==> config.mk <==
export PLATFORM = sky130hd
export DESIGN_NAME = regfile_dump_reader_flat
export DESIGN_NICKNAME = d
export VERILOG_FILES = /design/src/rtl/regfile_dump_reader_if.sv /design/src/rtl/regfile_dump_reader.sv /design/src/flat_wrapper.sv
export SDC_FILE = /design/constraint.sdc
export NUM_CORES = 1
export LEC_CHECK = 0
export CORE_ASPECT_RATIO = 1.2
export CORE_MARGIN = 3
export CORE_UTILIZATION = 30
export DETAILED_ROUTE_END_ITERATION = 6
export PLACE_DENSITY = 0.66
export SETUP_SLACK_MARGIN = 0.15
export SYNTH_ARGS = -nofsm -noshare
export SYNTH_HDL_FRONTEND = slang
export SYNTH_SLANG_ARGS = --single-unit
export TNS_END_PERCENT = 20
==> constraint.sdc <==
create_clock -name clk_i -period 1.6 [get_ports clk_i]
set_clock_uncertainty 0.05 [all_clocks]
set_input_delay 0.16 -clock clk_i [delete_from_list [all_inputs] [get_ports clk_i]]
set_output_delay 0.16 -clock clk_i [all_outputs]
set_load 0.02 [all_outputs]
==> src/rtl/regfile_dump_reader_if.sv <==
// Dump stream interface: one register (or condition-bit) beat per valid/ready handshake.
interface regfile_dump_reader_if #(
  parameter int ADDR_W = 3,
  parameter int DATA_W = 8
);
  logic              valid;
  logic              ready;
  logic [DATA_W-1:0] data;
  logic [ADDR_W-1:0] addr;
  logic              cb;
  logic              last;

  modport master (output valid, output data, output addr, output cb, output last, input ready);
  modport slave  (input valid, input data, input addr, input cb, input last, output ready);
endinterface

==> src/rtl/regfile_dump_reader.sv <==
// Regfile dump engine: walks every register through the rs read port, optionally
// appends the condition bit, and streams the beats out. Freezes the core while busy.
module regfile_dump_reader #(
  parameter int ADDR_W     = 3,
  parameter int DATA_W     = 8,
  parameter int RF_DEPTH   = 8,
  parameter int INCLUDE_CB = 1
) (
  input  logic                  clk_i,
  input  logic                  reset_i,
  input  logic                  start_i,
  output logic [ADDR_W-1:0]     rf_addr_o,
  input  logic [DATA_W-1:0]     rf_data_i,
  input  logic                  cb_data_i,
  regfile_dump_reader_if.master dump,
  output logic                  busy_o,
  output logic                  stall_o,
  output logic                  done_o
);

  localparam logic [ADDR_W-1:0] LAST_ADDR = ADDR_W'(RF_DEPTH - 1);

  typedef enum logic [2:0] {
    ST_IDLE,
    ST_READ,
    ST_SEND,
    ST_CB,
    ST_DONE
  } state_t;

  state_t            state_reg, state_next;
  logic [ADDR_W-1:0] cnt_reg, cnt_next;
  logic [ADDR_W-1:0] rf_addr_reg, rf_addr_next;
  logic [DATA_W-1:0] data_reg, data_next;
  logic [ADDR_W-1:0] addr_reg, addr_next;
  logic              valid_reg, valid_next;
  logic              cb_reg, cb_next;
  logic              last_reg, last_next;

  // State and beat registers; reset aborts any dump and clears all outputs.
  always_ff @(posedge clk_i) begin
    if (!reset_i) begin
      state_reg   <= ST_IDLE;
      cnt_reg     <= '0;
      rf_addr_reg <= '0;
      data_reg    <= '0;
      addr_reg    <= '0;
      valid_reg   <= 1'b0;
      cb_reg      <= 1'b0;
      last_reg    <= 1'b0;
    end else begin
      state_reg   <= state_next;
      cnt_reg     <= cnt_next;
      rf_addr_reg <= rf_addr_next;
      data_reg    <= data_next;
      addr_reg    <= addr_next;
      valid_reg   <= valid_next;
      cb_reg      <= cb_next;
      last_reg    <= last_next;
    end
  end

  // Next-state logic: READ captures one register, SEND waits for the sink, CB adds the flag beat.
  always_comb begin
    state_next   = state_reg;
    cnt_next     = cnt_reg;
    rf_addr_next = rf_addr_reg;
    data_next    = data_reg;
    addr_next    = addr_reg;
    valid_next   = valid_reg;
    cb_next      = cb_reg;
    last_next    = last_reg;

    case (state_reg)
      ST_IDLE: begin
        if (start_i) begin
          cnt_next     = '0;
          rf_addr_next = '0;
          state_next   = ST_READ;
        end
      end

      ST_READ: begin
        // rf_addr_o already equals cnt here, so rf_data_i is the register's value.
        data_next  = rf_data_i;
        addr_next  = cnt_reg;
        cb_next    = 1'b0;
        last_next  = (INCLUDE_CB == 0) && (cnt_reg == LAST_ADDR);
        valid_next = 1'b1;
        state_next = ST_SEND;
      end

      ST_SEND: begin
        if (dump.ready) begin
          if (cnt_reg != LAST_ADDR) begin
            // Advance the read address together with the counter; it never wraps.
            cnt_next     = cnt_reg + 1'b1;
            rf_addr_next = cnt_reg + 1'b1;
            valid_next   = 1'b0;
            state_next   = ST_READ;
          end else if (INCLUDE_CB != 0) begin
            data_next  = {{(DATA_W-1){1'b0}}, cb_data_i};
            addr_next  = '0;
            cb_next    = 1'b1;
            last_next  = 1'b1;
            state_next = ST_CB;
          end else begin
            valid_next = 1'b0;
            last_next  = 1'b0;
            state_next = ST_DONE;
          end
        end
      end

      ST_CB: begin
        if (dump.ready) begin
          valid_next = 1'b0;
          cb_next    = 1'b0;
          last_next  = 1'b0;
          state_next = ST_DONE;
        end
      end

      ST_DONE: begin
        state_next = ST_IDLE;
      end

      default: begin
        state_next = ST_IDLE;
      end
    endcase
  end

  assign rf_addr_o  = rf_addr_reg;
  assign dump.valid = valid_reg;
  assign dump.data  = data_reg;
  assign dump.addr  = addr_reg;
  assign dump.cb    = cb_reg;
  assign dump.last  = last_reg;
  assign busy_o     = (state_reg == ST_READ) || (state_reg == ST_SEND) || (state_reg == ST_CB);
  assign stall_o    = busy_o;
  assign done_o     = (state_reg == ST_DONE);

endmodule

==> src/flat_wrapper.sv <==
// flat-port wrapper written by rule: the top's interface ports become plain ports
module regfile_dump_reader_flat 
#(
  parameter int ADDR_W     = 3,
  parameter int DATA_W     = 8,
  parameter int RF_DEPTH   = 8,
  parameter int INCLUDE_CB = 1
)
  (clk_i, reset_i, start_i, rf_addr_o, rf_data_i, cb_data_i, busy_o, stall_o, done_o, dump_valid, dump_data, dump_addr, dump_cb, dump_last, dump_ready);
  regfile_dump_reader_if #(.ADDR_W(ADDR_W), .DATA_W(DATA_W)) dump_i ();
  input  logic clk_i;
  input  logic reset_i;
  input  logic start_i;
  output logic [ADDR_W-1:0] rf_addr_o;
  input  logic [DATA_W-1:0] rf_data_i;
  input  logic cb_data_i;
  output logic busy_o;
  output logic stall_o;
  output logic done_o;
  output wire logic [$bits(dump_i.valid)-1:0] dump_valid;
  output wire logic [$bits(dump_i.data)-1:0] dump_data;
  output wire logic [$bits(dump_i.addr)-1:0] dump_addr;
  output wire logic [$bits(dump_i.cb)-1:0] dump_cb;
  output wire logic [$bits(dump_i.last)-1:0] dump_last;
  input wire logic [$bits(dump_i.ready)-1:0] dump_ready;
  assign dump_valid = dump_i.valid;
  assign dump_data = dump_i.data;
  assign dump_addr = dump_i.addr;
  assign dump_cb = dump_i.cb;
  assign dump_last = dump_i.last;
  assign dump_i.ready = dump_ready;
  regfile_dump_reader #(.ADDR_W(ADDR_W), .DATA_W(DATA_W), .RF_DEPTH(RF_DEPTH), .INCLUDE_CB(INCLUDE_CB)) u_core (.clk_i(clk_i), .reset_i(reset_i), .start_i(start_i), .rf_addr_o(rf_addr_o), .rf_data_i(rf_data_i), .cb_data_i(cb_data_i), .dump(dump_i), .busy_o(busy_o), .stall_o(stall_o), .done_o(done_o));
endmodule
==> flow_metrics.py <==
metrics = {
    "clock_network": {
        "clockBufferDepth": 2,
        "hold_buffers": 0,
        "clock_latency_ns": 0.30,
        "clock-sinks": 19,
        "htreeDepth": 1,
        "cts_buffers": 3,
        "cts_root_buf": "clkbuf_4",
        "clk_pin_slew_worst_paths_ns": 0.11,
        "cts_tree": "yes",
    },
    "run": {
        "cap_violations": 0,
    },
    "setup_path": {
        "cp_slowest_stage_delay_ns": 0.61,
        "critPathArrivalTime_ns": 1.30,
        "regToRegSetupSlack_ns": 0.15,
        "critical_path.top_delay_family": "buffers and inverters",
        "crit_chain": "clkdlybuf4s50_1",
        "crit_buf_inv": 1,
        "critPathKind": "reg2out",
        "critPathLaunchType": "flip-flop",
        "cp_slowest_cell": "clkdlybuf4s50_1",
        "worstPathRequired_ns": 1.39,
        "crit_path_end_kind": "primary output",
        "worstPathMaxFanout": 5,
    },
    "cells_and_area": {
        "area_growth_pct": 50.1,
        "fin_area_sq_um": 1410,
        "final_layout_size_suffix_gt1_share_pct": 20.8,
        "largest_register_ffs": 8,
        "nets": 160,
        "antennaDiodeCount": 0,
        "multiInputGateArea_sq_um": 514,
        "fillCellCount": 284,
        "seq_area_sq_um": 393,
    },
    "detailed_routing": {
        "vias": 914,
        "dr.pass1.iters": 4,
        "wirelength_um": 2570,
        "routedWlPerCell_um": 14.4,
        "drtIter0Drc": 15,
        "drc": 0,
        "viasPerCell": 5.13,
        "drtAntennaViolNets": 0,
    },
    "placement": {
        "gp_congestion": 0.798,
        "dpl.hpwl_um": 1840,
        "dpl_cell_area_sq_um": 1330,
        "port_buffers": 32,
    },
    "die": {
        "die_h_um": 67.3,
        "dieWidth_um": 57.1,
        "io_pins": 33,
        "initial_core_util_pct": 32.5,
        "num_rows": 21,
        "dieArea_sq_um": 3840,
        "core_area_sq_um": 2890,
    },
    "logic_synthesis": {
        "synth_xor_area_share_pct": 0.932,
        "netlist_area_sq_um": 940,
        "synth_top_family_by_area": "compound AO/OA/AOI/OAI gates",
        "synth_mux_area_share_pct": 3.20,
        "yosys.area_share.simple_pct": 20.1,
        "netlist_instances": 105,
        "synthAdderAreaFrac_pct": 2.66,
        "ys_seq_area_share_pct": 40.5,
        "synth_area_per_cell_sq_um": 8.95,
        "synth_compound_area_share_pct": 24.2,
        "yosys.cell_types.count": 31,
        "synth_warnings": 0,
        "synth_seq_cells": 19,
        "synth_nets": 120,
    },
    "pwr": {
        "peakVddDrop_mv": 0.352,
        "power_density_nw_per_um2": 702,
        "p_leak_nw": 0.553,
        "power.total_mw": 0.989,
    },
    "sta": {
        "finalCritPeriodShare_pct": 94.4,
        "slew_headroom_pct": 68.9,
        "finalHoldViolations": 0,
        "timing.fmax_mhz": 662,
        "rsz0062_at_grt": "true",
        "finalMaxSlewViolations": 0,
        "setup_tns_ns": 0,
        "setup_violations": 0,
        "tightest_slew_ns": 0.467,
        "min_period_ns": 1.51,
    },
    "global_route": {
        "overflow": 0,
        "antenna_found_initial": 0,
        "grtUsageTotal_pct": 14.1,
        "grt_pass1_wl_um": 4170,
        "grt_max_degree": 14,
        "grt_pass1_vias": 937,
    },
    "run_status": {
        "status": "finished clean",
    },
    "hold_path": {
        "hold_class": "reg2reg",
    },
}
==> layout make-up <==
type	count	share of cell area [%]
clock buffer	3	1.60
clock inverter	1	0.355
inverter	5	1.33
multi-input combinational	72	36.5
sequential	19	27.9
tap	34	3.02
timing repair buffer	44	29.4
==> worst paths after layout <==
kind                            depth (start not counted)           startpoint                  end
worst max-delay path                                    1  u_core.rf_addr_o[0]         rf_addr_o[0]
worst min-delay path                                    2  u_core.dump.data[2]  u_core.dump.data[2]
worst max register to register                          5  u_core.rf_addr_o[0]  u_core.dump.data[0]
worst min register to register                          2  u_core.dump.data[2]  u_core.dump.data[2]
==> power by group <==
part | switching (mW) | leakage, nW | total (mW) | internal [mW]
Sequential | 0.0207 | 0.157 | 0.512 | 0.492
Combinational | 0.111 | 0.378 | 0.228 | 0.117
Clock | 0.155 | 0.0177 | 0.249 | 0.0932
==> timing repair <==
item                                    4_1_cts  5_1_grt
pin swaps                                     0        2
buffers inserted                              0        2
resized for setup                             9       12
endpoints found under the setup margin       24       33
==> synthesized netlist by cell type (all sizes together) <==
library cell,instances,share of area (%)
a211oi,1,0.80
a21o,1,0.80
a21oi,13,6.9
a221oi,1,1.6
a22oi,11,8.8
a31oi,1,0.67
a41oi,1,0.93
and2b,1,0.93
and3b,1,1.1
and4bb,1,1.3
buf,7,5.6
clkbuf,2,0.80
dfxtp,19,40
ha,2,2.7
inv,5,2.0
mux2i,3,3.2
nand2,6,2.4
nand2b,2,1.3
nand3,11,5.9
nand4b,1,0.93
nor2,4,1.6
nor2b,2,1.3
nor3,1,0.53
nor3b,1,2.0
o211ai,1,1.3
o21ai,3,1.6
o21bai,1,0.80
or2b,1,0.80
xor2,1,0.93
==> metrics by stage <==
step,setup slack [ns],instances,utilization [%],hold WS (ns)
after detailed placement,0.0951,172,46.0,0.428
final,0.0899,178,48.8,0.439
after floorplan,0.150,105,-,0.249
after global placement,0.0771,172,46.0,0.414
after global routing,0.0287,178,48.8,0.447
after CTS,0.0381,176,47.0,0.444
==> cells by family (layout without fill, tap and decap cells) <==
group / after synthesis / count (layout)
compound gates: 34 / 34
fa+ha+maj: 2 / 2
xor+xnor: 1 / 1
simple gates: 32 / 32
buf+inv: 14 / 53
flops: 19 / 19
mux: 3 / 3
==> per-layer routing <==
layer / up-vias / part of all wire, % / GRT usage [%]
met1: 429 / 38 / 14.4
met2: 23 / 55 / 26.4
met4: 0 / 2.5 / 8.70
li1: 456 / - / -
met5: - / 0 / 0
met3: 6 / 4.5 / 2.68
==> cells in the final DEF (no fill, tap or decap), types with 2 or more instances in the layout <==
cell	synthesis	layout
a21oi_1	13	13
a22oi_1	11	11
buf_4	2	11
clkbuf_4	0	3
clkdlybuf4s50_1	0	26
dfxtp_1	19	15
dfxtp_4	0	3
dlymetal6s2s_1	0	2
ha_4	0	2
inv_1	5	5
mux2i_1	3	3
nand2_1	6	6
nand2b_1	2	2
nand3_1	11	11
nor2_1	4	4
nor2b_1	2	2
o21ai_0	3	3
Note: power is estimated with default switching activity, not from simulation.
